## src/rtl/multicycle_step_sequencer_if.sv

```systemverilog
// multicycle_step_sequencer_if: frontend issue, LSU step and status signals of the step sequencer
interface multicycle_step_sequencer_if #(
    parameter int SEQ_W  = 5,
    parameter int GPR_W  = 5,
    parameter int STEP_B = 4
);
    localparam int OFF_W = SEQ_W + $clog2(STEP_B);
    logic             issue_valid;
    logic             issue_ready;
    logic [GPR_W-1:0] issue_first_reg;
    logic [SEQ_W-1:0] issue_last;
    logic             issue_is_store;
    logic             flush;
    logic             step_valid;
    logic             step_ready;
    logic [GPR_W-1:0] step_reg;
    logic [OFF_W-1:0] step_offset;
    logic [SEQ_W-1:0] step_idx;
    logic             step_last;
    logic             step_is_store;
    logic             busy;
    modport master (
        output issue_valid, issue_first_reg, issue_last, issue_is_store, flush, step_ready,
        input  issue_ready, step_valid, step_reg, step_offset, step_idx, step_last, step_is_store, busy
    );
    modport slave (
        input  issue_valid, issue_first_reg, issue_last, issue_is_store, flush, step_ready,
        output issue_ready, step_valid, step_reg, step_offset, step_idx, step_last, step_is_store, busy
    );
endinterface

```

## src/rtl/multicycle_step_sequencer.sv

```systemverilog
// multicycle_step_sequencer: expands one load/store-multiple op into per-register LSU steps
// Optional zero-bubble chaining of ops is enabled by defining MC_SEQ_BACK_TO_BACK_EN.
module multicycle_step_sequencer #(
    parameter int SEQ_W  = 5,
    parameter int GPR_W  = 5,
    parameter int STEP_B = 4
) (
    input logic                       clk,
    input logic                       resetb,
    multicycle_step_sequencer_if.slave bus
);
    localparam int OFF_W = SEQ_W + $clog2(STEP_B);
`ifdef MC_SEQ_BACK_TO_BACK_EN
    localparam bit BTB = 1'b1;
`else
    localparam bit BTB = 1'b0;
`endif
    typedef enum logic [1:0] {S_IDLE = 2'd0, S_STEP = 2'd1} state_t;
    state_t           state_q, state_d;
    logic [SEQ_W-1:0] idx_q, idx_d, last_q, last_d;
    logic [GPR_W-1:0] first_q, first_d;
    logic             store_q, store_d;
    logic             ready, valid, busy;
    logic             hs, done;
    assign hs   = state_q == S_STEP && !bus.flush && bus.step_ready;
    assign done = hs && idx_q == last_q;
    // Op context and step counter; async reset drops any op in flight
    always_ff @(posedge clk or negedge resetb) begin
        if (!resetb) begin
            state_q <= S_IDLE;
            idx_q   <= '0;
            first_q <= '0;
            last_q  <= '0;
            store_q <= 1'b0;
        end else begin
            state_q <= state_d;
            idx_q   <= idx_d;
            first_q <= first_d;
            last_q  <= last_d;
            store_q <= store_d;
        end
    end
    // Next state and handshake outputs; flush overrides both accept and step progress
    always_comb begin
        state_d = state_q;
        idx_d   = idx_q;
        first_d = first_q;
        last_d  = last_q;
        store_d = store_q;
        ready   = 1'b0;
        valid   = 1'b0;
        busy    = 1'b0;
        case (state_q)
            S_IDLE: begin
                ready = 1'b1;
                if (bus.issue_valid && !bus.flush) begin
                    state_d = S_STEP;
                    idx_d   = '0;
                    first_d = bus.issue_first_reg;
                    last_d  = bus.issue_last;
                    store_d = bus.issue_is_store;
                end
            end
            S_STEP: begin
                busy  = 1'b1;
                valid = !bus.flush;
                ready = BTB && done;
                if (bus.flush) begin
                    state_d = S_IDLE;
                    idx_d   = '0;
                end else if (BTB && done && bus.issue_valid) begin
                    idx_d   = '0;
                    first_d = bus.issue_first_reg;
                    last_d  = bus.issue_last;
                    store_d = bus.issue_is_store;
                end else if (done) begin
                    state_d = S_IDLE;
                    idx_d   = '0;
                end else if (hs) begin
                    idx_d = idx_q + SEQ_W'(1);
                end
            end
            default: begin
                state_d = S_IDLE;
                idx_d   = '0;
                ready   = 1'bx;
                valid   = 1'bx;
                busy    = 1'bx;
            end
        endcase
    end
    assign bus.issue_ready   = ready;
    assign bus.step_valid    = valid;
    assign bus.busy          = busy;
    assign bus.step_reg      = first_q + GPR_W'(idx_q);
    assign bus.step_offset   = OFF_W'(idx_q) * OFF_W'(STEP_B);
    assign bus.step_idx      = idx_q;
    assign bus.step_last     = idx_q == last_q;
    assign bus.step_is_store = store_q;
endmodule

```

## src/flat_wrapper.sv

```systemverilog
// flat-port wrapper written by rule: the top's interface ports become plain ports
module multicycle_step_sequencer_flat 
#(
    parameter int SEQ_W  = 5,
    parameter int GPR_W  = 5,
    parameter int STEP_B = 4
)
  (clk, resetb, bus_issue_valid, bus_issue_first_reg, bus_issue_last, bus_issue_is_store, bus_flush, bus_step_ready, bus_issue_ready, bus_step_valid, bus_step_reg, bus_step_offset, bus_step_idx, bus_step_last, bus_step_is_store, bus_busy);
  multicycle_step_sequencer_if #(.SEQ_W(SEQ_W), .GPR_W(GPR_W), .STEP_B(STEP_B)) bus_i ();
  input logic clk;
  input logic resetb;
  input wire logic [$bits(bus_i.issue_valid)-1:0] bus_issue_valid;
  input wire logic [$bits(bus_i.issue_first_reg)-1:0] bus_issue_first_reg;
  input wire logic [$bits(bus_i.issue_last)-1:0] bus_issue_last;
  input wire logic [$bits(bus_i.issue_is_store)-1:0] bus_issue_is_store;
  input wire logic [$bits(bus_i.flush)-1:0] bus_flush;
  input wire logic [$bits(bus_i.step_ready)-1:0] bus_step_ready;
  output wire logic [$bits(bus_i.issue_ready)-1:0] bus_issue_ready;
  output wire logic [$bits(bus_i.step_valid)-1:0] bus_step_valid;
  output wire logic [$bits(bus_i.step_reg)-1:0] bus_step_reg;
  output wire logic [$bits(bus_i.step_offset)-1:0] bus_step_offset;
  output wire logic [$bits(bus_i.step_idx)-1:0] bus_step_idx;
  output wire logic [$bits(bus_i.step_last)-1:0] bus_step_last;
  output wire logic [$bits(bus_i.step_is_store)-1:0] bus_step_is_store;
  output wire logic [$bits(bus_i.busy)-1:0] bus_busy;
  assign bus_i.issue_valid = bus_issue_valid;
  assign bus_i.issue_first_reg = bus_issue_first_reg;
  assign bus_i.issue_last = bus_issue_last;
  assign bus_i.issue_is_store = bus_issue_is_store;
  assign bus_i.flush = bus_flush;
  assign bus_i.step_ready = bus_step_ready;
  assign bus_issue_ready = bus_i.issue_ready;
  assign bus_step_valid = bus_i.step_valid;
  assign bus_step_reg = bus_i.step_reg;
  assign bus_step_offset = bus_i.step_offset;
  assign bus_step_idx = bus_i.step_idx;
  assign bus_step_last = bus_i.step_last;
  assign bus_step_is_store = bus_i.step_is_store;
  assign bus_busy = bus_i.busy;
  multicycle_step_sequencer #(.SEQ_W(SEQ_W), .GPR_W(GPR_W), .STEP_B(STEP_B)) u_core (.clk(clk), .resetb(resetb), .bus(bus_i));
endmodule
```

## config.mk

```make
export PLATFORM = sky130hd
export DESIGN_NAME = multicycle_step_sequencer_flat
export DESIGN_NICKNAME = d
export VERILOG_FILES = /design/src/rtl/multicycle_step_sequencer_if.sv /design/src/rtl/multicycle_step_sequencer.sv /design/src/flat_wrapper.sv
export SDC_FILE = /design/constraint.sdc
export NUM_CORES = 1
export LEC_CHECK = 0
export ABC_AREA = 1
export BUFFER_PORTS_ARGS = -buffer_cell sky130_fd_sc_hd__buf_2
export CAP_MARGIN = 10
export CORE_UTILIZATION = 35
export CTS_CLUSTER_SIZE = 24
export DETAILED_ROUTE_END_ITERATION = 8
export GPL_TIMING_DRIVEN = 0
export HOLD_SLACK_MARGIN = 0.02
export SKIP_CTS_REPAIR_TIMING = 1
export SLEW_MARGIN = 20
export SYNTH_ARGS = -nofsm -noshare
export SYNTH_HDL_FRONTEND = slang
export SYNTH_SLANG_ARGS = --single-unit
```

## constraint.sdc

```tcl
create_clock -name clk -period 3.5 [get_ports clk]
set_input_delay 0.875 -clock clk [delete_from_list [all_inputs] [get_ports clk]]
set_output_delay 0.875 -clock clk [all_outputs]
set_load 0.05 [all_outputs]
```

==> results of run 1 <==
==> layout make-up <==
cell class | count | share of cell area
flip-flops and latches | 17 | 0.331
plain buffers | 8 | 0.0497
well taps | 31 | 0.0302
inverters | 16 | 0.0467
multi-input cells | 77 | 0.386
repair buffers | 35 | 0.136
clock buffers | 4 | 0.0204
==> kinds of logic (layout without fill, tap and decap cells) <==
logic type / count (synthesis) / in the layout / share of synthesized area
other: 1 / 2 / 0.00360
buffers and inverters: 24 / 63 / 0.119
AO/OA/AOI/OAI: 8 / 8 / 0.0421
adder cells (fa/ha/maj): 6 / 6 / 0.0793
XOR/XNOR: 7 / 7 / 0.0589
multiplexers: 7 / 7 / 0.0793
AND/OR/NAND/NOR: 47 / 47 / 0.209
flip-flops: 17 / 17 / 0.409
==> flip-flops by register name, indices dropped and copies added, names as in the netlist <==
| signal | cells |
|---|---|
| u_core.first_q | 5 |
| u_core.bus.step_idx | 5 |
| u_core.state_q | 1 |
| u_core.last_q | 5 |
| u_core.bus.step_is_store | 1 |
==> synthesized netlist by cell type, drive strengths merged (2+ instances only) <==
library cell   n  area share
mux2           7       0.079
nand3          6       0.046
xor2           5       0.042
ha             5       0.060
buf            8       0.061
nand2         23       0.085
inv           16       0.058
xnor2          2       0.017
nand4          3       0.018
nor2          14       0.053
dfrtp         17        0.41
a21oi          7       0.037
==> worst max-delay path by stage <==
stage                     slack (ns)                                from              end  depth (start not counted)
after floorplan                 0.23  u_core.bus.step_idx[0]$_DFFE_PN0P_  bus_step_reg[4]                          5
after global placement          0.77  u_core.bus.step_idx[0]$_DFFE_PN0P_  bus_step_reg[4]                          6
after detailed placement        0.76  u_core.bus.step_idx[0]$_DFFE_PN0P_  bus_step_reg[4]                          6
after CTS                       0.43  u_core.bus.step_idx[0]$_DFFE_PN0P_  bus_step_reg[4]                          6
after global routing            0.28  u_core.bus.step_idx[0]$_DFFE_PN0P_  bus_step_reg[4]                          6
final                           0.47  u_core.bus.step_idx[0]$_DFFE_PN0P_  bus_step_reg[4]                          6
==> routing by layer <==
metal	global-route usage	vias to the layer above	routed length (um)
met4	0.0523	0	19
met5	0	-	0
met2	0.237	26	990
met3	0.0300	4	114
li1	-	440	-
met1	0.181	392	955
==> worst max-delay path: stages, from the launching register on <==
cell	delay, ns
dfrtp_1	0.52
ha_1	0.23
inv_1	0.06
fa_1	0.39
o21ai_0	0.22
xor2_1	0.17
buf_2	0.28
==> power by group through the flow <==
| stage | clock, mW | combinational [mW] | sequential [mW] |
|---|---|---|---|
| floorplan | 0 | 0.284 | 0.304 |
| global placement | 0 | 0.386 | 0.277 |
| detailed placement | 0 | 0.394 | 0.279 |
| CTS | 0.114 | 0.394 | 0.275 |
| global route | 0.126 | 0.422 | 0.281 |
| finish | 0.114 | 0.390 | 0.275 |
==> through the flow <==
step	power, mW	hold WS, ns	worst slack [ns]
5_1_grt	0.829	0.499	0.282
4_1_cts	0.783	0.502	0.428
3_3_place_gp	0.663	0.489	0.766
2_1_floorplan	0.588	0.484	0.228
6_report	0.778	0.477	0.466
3_5_place_dp	0.672	0.497	0.764
==> results.toml, run 1 <==
[outcome]
status = "finished clean"

[yosys]
avgSynthCellArea_um2 = 8.90
netlist-cell-type-count = 24
synth-seq-area-share = 0.409
syn_area_um2 = 1040
ys.flop_type = "dfrtp_1"
synth_edf_count = 0
synthArstFlopShare = 1.00
yosysWarnings = 0
synth-seq-cells = 17
syn_inst = 117

[layout]
layout_commonest_cell = "buf_2"
final-seq-area_um2 = 425
layout.cells.non_filler = 188
n_fill_cell = 279
most-common-layout-cells = "buf_2 (35), nand2_1 (22), dfrtp_1 (17)"
fin_area_um2 = 1280
n_antenna_cell = 0
drive_above_1_share = 0.395
area_delta_synth_final_pct = 23.4
nNetsFinal = 180
multiInputGateArea_um2 = 495
final_util = 0.462

[placement]
hpwl_um = 1630
routabilityCongestion = 0.802
io_buffer_count = 35
dp_cells = 184
postPlaceCellArea_um2 = 1260

[clock_network]
clk_pin_slew_ns = 0.12
cts-root-buf = "clkbuf_4"
clock_latency_ns = 0.30
cts_made_buffers = 3
ctsHtreeMaxLevel = 1
clock_sinks = 17
cts_tree = "done"
clockBufferDepth = 2

[pwr]
p_comb_frac = 0.501
p_switching_mw = 0.379
p_sw_frac = 0.488
vdd_drop_max_mv = 0.465
leakagePower_nw = 0.729
powerDensity_nw_per_um2 = 606
internal-power_mw = 0.399
seq_power_share = 0.353
power_frac_clock = 0.146

[routing]
detail_route.vias_per_cell = 4.59
drtIter0Drc = 14
detail_route.wl_per_cell_um = 11.1
wirelength_um = 2080
drtPass1Iterations = 4
post-route-drc-count = 0
vias = 862
drtAntennaViolNets = 0

[floorplan]
placementRows = 19
ios = 38
die-area_um2 = 3200
die_h_um = 56.5
die_w_um = 56.5
coreArea_um2 = 2780
floorplan.initialDensity = 0.374

[timing]
finalSetupViolCount = 0
fin_crit_sh = 0.867
final_max_slew_viol_count = 0
finalSetupTns_ns = 0
fin_skew_ns = 0.00983
final.min_clock_period_ns = 3.03
fmax_mhz = 330
rsz0062_at_grt = "no"
final-hold-violation-count = 0

[global_route]
grt_pass1_wl_um = 3560
grt_usage = 0.142
antenna_found_initial = 0
grt_start_max_net_pins = 18
grt_overflow = 0
grt_pass1_vias = 831

[run]
maxCapViolations = 0

[worst_setup_path]
cp-start-kind = "flip-flop"
path_max_fanout = 9
cp.required_ns = 2.62
reg2reg_from = "u_core.bus.step_idx[1]$_DFFE_PN0P_"
critPathKind = "flip-flop to output port"
arrival_ns = 2.16
reg2reg_to = "u_core.bus.step_idx[4]$_DFFE_PN0P_"
r2r_setup_slack_ns = 2.15
end_kind = "output port"
reg2reg_depth = 7

[worst_hold_path]
worstHoldPathType = "input pin to async pin"
Note: power is estimated with default switching activity, not from simulation.
==> inputs of run 2 (changes only) <==
==> constraint.sdc (replaced) <==
create_clock -name clk -period 3.5 [get_ports clk]
set_input_delay 0.35 -clock clk [delete_from_list [all_inputs] [get_ports clk]]
set_output_delay 0.35 -clock clk [all_outputs]
set_load 0.05 [all_outputs]
==> run 2 against run 1 <==
Net effect: critical endpoint unchanged; worst hold slack worse by 0.20 ns; global-route usage did not move; via count grew 0.23%; clock-buffer cell count unchanged; critical path type unchanged; die area unchanged; sequential power about the same.
==> results.toml, run 2 (synthesized netlist as in run 1, its figures left out) <==
[floorplan]
die_h_um = 56.5
ios = 38
floorplan.initialDensity = 0.374
coreArea_um2 = 2780
die-area_um2 = 3200
placementRows = 19
die_w_um = 56.5

[worst_setup_path]
slowest_stage = "dfrtp_1"
cp.required_ns = 3.15
path_max_fanout = 9
end_kind = "output port"
critPathKind = "flip-flop to output port"
crit_chain = "ha_1 > inv_1 > fa_1 > o21ai_0 > xor2_1 > buf_2"
r2r_setup_slack_ns = 2.15
reg2reg_from = "u_core.bus.step_idx[1]$_DFFE_PN0P_"
reg2reg_depth = 7
arrival_ns = 2.16
path_delay_family = "adder cells"
crit_cells = 6
critPathBufInv = 2
reg2reg_to = "u_core.bus.step_idx[4]$_DFFE_PN0P_"
crit_path_max_incr_delay_ns = 0.52
cp-start-kind = "flip-flop"

[clock_network]
cts_made_buffers = 3
cts-root-buf = "clkbuf_4"
clock_latency_ns = 0.30
clk_pin_slew_ns = 0.12
clock_sinks = 17
ctsHtreeMaxLevel = 1
clockBufferDepth = 2
cts_tree = "done"

[worst_hold_path]
hp-start = "bus_issue_first_reg[4]"
hold_depth = 2
whs_endpoint = "u_core.first_q[4]$_DFFE_PN0P_"
worstHoldPathType = "input pin to flip-flop"

[pwr]
powerDensity_nw_per_um2 = 602
p_switching_mw = 0.380
p_sw_frac = 0.487
leakagePower_nw = 0.733
vdd_drop_max_mv = 0.465
seq_power_share = 0.352
internal-power_mw = 0.400
total_power_mw = 0.779
p_comb_frac = 0.501
power_frac_clock = 0.146

[timing]
final_max_slew_viol_count = 0
rsz0062_at_grt = "no"
finalSetupViolCount = 0
fin_crit_sh = 0.717
finalSetupTns_ns = 0
fin_skew_ns = 0.00983
final.min_clock_period_ns = 2.51
fmax_mhz = 398
final-hold-violation-count = 0

[layout]
layout_commonest_cell = "buf_2"
multiInputGateArea_um2 = 495
area_delta_synth_final_pct = 24.4
nNetsFinal = 181
most-common-layout-cells = "buf_2 (35), nand2_1 (22), dfrtp_1 (17)"
drive_above_1_share = 0.392
final-seq-area_um2 = 425
n_fill_cell = 278
layout.cells.non_filler = 189
n_antenna_cell = 0

[routing]
drtIter0Drc = 12
vias = 864
detail_route.vias_per_cell = 4.57
drtPass1Iterations = 4
wirelength_um = 2090
detail_route.wl_per_cell_um = 11.0
post-route-drc-count = 0
drtAntennaViolNets = 0

[placement]
routabilityCongestion = 0.802
hpwl_um = 1630
dp_cells = 184
io_buffer_count = 35

[global_route]
grt_usage = 0.142
grt_overflow = 0
grt_pass1_wl_um = 3560
antenna_found_initial = 0
grt_pass1_vias = 831
grt_start_max_net_pins = 18

[run]
maxCapViolations = 0

[outcome]
status = "finished clean"
run 2: cell types whose count changed in the layout (fill, tap and decap cells not counted):
| cell | previous run | this run |
|---|---|---|
| dlygate4sd3_1 | 0 | 1 |
run 2: worst max-delay path by stage:
| stage | from | slack (ns) | end |
|---|---|---|---|
| after global routing | u_core.bus.step_idx[0]$_DFFE_PN0P_ | 0.81 | bus_step_reg[4] |
| after floorplan | u_core.bus.step_idx[0]$_DFFE_PN0P_ | 0.75 | bus_step_reg[4] |
| after global placement | u_core.bus.step_idx[0]$_DFFE_PN0P_ | 1.29 | bus_step_reg[4] |
| final | u_core.bus.step_idx[0]$_DFFE_PN0P_ | 0.99 | bus_step_reg[4] |
| after CTS | u_core.bus.step_idx[0]$_DFFE_PN0P_ | 0.95 | bus_step_reg[4] |
| after detailed placement | u_core.bus.step_idx[0]$_DFFE_PN0P_ | 1.29 | bus_step_reg[4] |
run 2: through the flow:
stage               instance area [um2]  worst slack (ns)  utilization  hold WS (ns)
floorplan                          1040             0.753            -        0.0544
global placement                   1260              1.29        0.453         0.300
detailed placement                 1260              1.29        0.453         0.307
CTS                                1280             0.953        0.462       -0.0232
global route                       1290             0.807        0.466         0.266
finish                             1290             0.991        0.466         0.276
run 2: power by group through the flow:
stage	combinational [mW]	sequential [mW]	clock, mW
2_1_floorplan	0.284	0.304	0
3_3_place_gp	0.386	0.277	0
3_5_place_dp	0.394	0.279	0
4_1_cts	0.394	0.275	0.114
5_1_grt	0.423	0.281	0.126
6_report	0.391	0.275	0.114
run 2: area by class of cell:
type	count	share of cell area
sequential	17	0.329
tap	31	0.0300
inverter	16	0.0464
multi-input combinational	77	0.383
timing repair buffer	36	0.143
clock buffer	4	0.0203
buffer	8	0.0493
run 2: per-layer routing:
| metal | part of all wire | vias up | wire length, um | GRT usage |
|---|---|---|---|---|
| li1 | - | 442 | - | - |
| met1 | 0.46 | 392 | 959 | 0.181 |
| met2 | 0.48 | 26 | 991 | 0.237 |
| met3 | 0.056 | 4 | 116 | 0.0300 |
| met4 | 0.0091 | 0 | 19 | 0.0523 |
| met5 | 0 | - | 0 | 0 |
==> inputs of run 3 (changes only) <==
Clock period 3.5 ns to 2.3 ns, I/O delays scaled along.
==> run 3 against run 2 <==
Net effect: cell count grew 1.6%; final area grew 3.3%; power grew 55%; critical path depth is the same; critical path type unchanged; largest power group unchanged; highest routed layer unchanged.
==> results.toml, run 3 (synthesized netlist as in run 1, its figures left out) <==
[outcome]
status = "finished clean"

[layout]
area_delta_synth_final_pct = 28.5
layout.cells.non_filler = 192
drive_above_1_share = 0.429
n_antenna_cell = 0
layout_commonest_cell = "buf_2"
final_util = 0.481
nNetsFinal = 184
most-common-layout-cells = "buf_2 (34), nand2_1 (22), dfrtp_1 (16)"

[worst_setup_path]
cp-start-kind = "flip-flop"
crit_chain = "ha_1 > inv_1 > fa_1 > o21ai_2 > xor2_2 > buf_6"
cp.required_ns = 2.07
arrival_ns = 1.95
r2r_setup_slack_ns = 0.91
end_kind = "output port"
critPathBufInv = 2
slowest_stage = "dfrtp_2"
crit_path_max_incr_delay_ns = 0.45
path_delay_family = "adder cells"
critPathKind = "flip-flop to output port"
path_max_fanout = 7

[global_route]
antenna_found_initial = 0
grt_usage = 0.140
grt_overflow = 0
grt_start_max_net_pins = 18
grt_pass1_vias = 798
grt_pass1_wl_um = 3490

[routing]
post-route-drc-count = 0
vias = 869
drtIter0Drc = 19
drtPass1Iterations = 4
detail_route.vias_per_cell = 4.53
drtAntennaViolNets = 0
detail_route.wl_per_cell_um = 10.9
wirelength_um = 2090

[timing]
rsz0062_at_grt = "no"
fmax_mhz = 459
final.min_clock_period_ns = 2.18
final_max_slew_viol_count = 0
final-hold-violation-count = 0
fin_crit_sh = 0.946
finalSetupViolCount = 0
finalWorstSetupSlack_ns = 0.123
finalSetupTns_ns = 0
fin_skew_ns = 0.00404

[floorplan]
die_h_um = 56.5
placementRows = 19
die-area_um2 = 3200
coreArea_um2 = 2780
die_w_um = 56.5
floorplan.initialDensity = 0.374
ios = 38

[placement]
io_buffer_count = 35
dp_cells = 184
hpwl_um = 1670
pre_cts_slack_ns = 0.142
routabilityCongestion = 0.834

[clock_network]
ctsHtreeMaxLevel = 1
clockBufferDepth = 2
clock_latency_ns = 0.29
cts_made_buffers = 3
cts-root-buf = "clkbuf_4"
clock_sinks = 17
clk_pin_slew_ns = 0.10
cts_tree = "done"

[pwr]
vdd_drop_max_mv = 0.590
powerDensity_nw_per_um2 = 902
leakagePower_nw = 0.755

[worst_hold_path]
worstHoldPathType = "input pin to flip-flop"

[run]
maxCapViolations = 0
[run 3: where the power goes]
group	leakage [nW]	switching (mW)	internal [mW]
Clock	0.0177	0.0978	0.0647
Combinational	0.531	0.426	0.202
Sequential	0.205	0.0523	0.365
[run 3: worst paths after layout]
check / startpoint / endpoint / cells past startpoint
min in group asynchronous: resetb / u_core.last_q[3]$_DFFE_PN0P_ / 2
worst max-delay path: u_core.bus.step_idx[0]$_DFFE_PN0P_ / bus_step_reg[4] / 6
worst min register to register: u_core.bus.step_is_store$_DFFE_PN0P_ / u_core.bus.step_is_store$_DFFE_PN0P_ / 1
worst max register to register: u_core.bus.step_idx[0]$_DFFE_PN0P_ / u_core.bus.step_idx[4]$_DFFE_PN0P_ / 7
worst min-delay path: bus_issue_first_reg[0] / u_core.first_q[0]$_DFFE_PN0P_ / 2
max in group asynchronous: resetb / u_core.bus.step_idx[0]$_DFFE_PN0P_ / 2
[run 3: layout make-up]
class	instances	area, um2
sequential	17	427
fill	284	1440
clock inverter	1	5.00
inverter	16	60.1
multi-input combinational	77	507
buffer	8	63.8
timing repair buffer	39	214
tap	31	38.8
clock buffer	3	22.5
[run 3: worst register-to-register path: stages, from the launching register on]
cell     delay, ns
dfrtp_2       0.47
buf_4         0.16
nor2_1        0.11
nor2_1        0.05
nor2_1        0.10
nand3_2       0.13
a21oi_2       0.21
nor2_1        0.07
[run 3: stage by stage]
stage | area [um2] | power [mW] | hold slack [ns]
3_3_place_gp | 1270 | 1.01 | 0.175
5_1_grt | 1340 | 1.28 | 0.139
3_5_place_dp | 1270 | 1.02 | 0.178
2_1_floorplan | 1050 | 0.900 | -0.0656
4_1_cts | 1290 | 1.19 | -0.149
6_report | 1340 | 1.21 | 0.162
[run 3: routing by layer]
layer  up-vias  track usage  part of all wire
met4         0       0.0314            0.0048
met2        28        0.225              0.46
li1        448            -                 -
met5         -            0                 0
met1       391        0.181              0.47
met3         2       0.0507             0.065
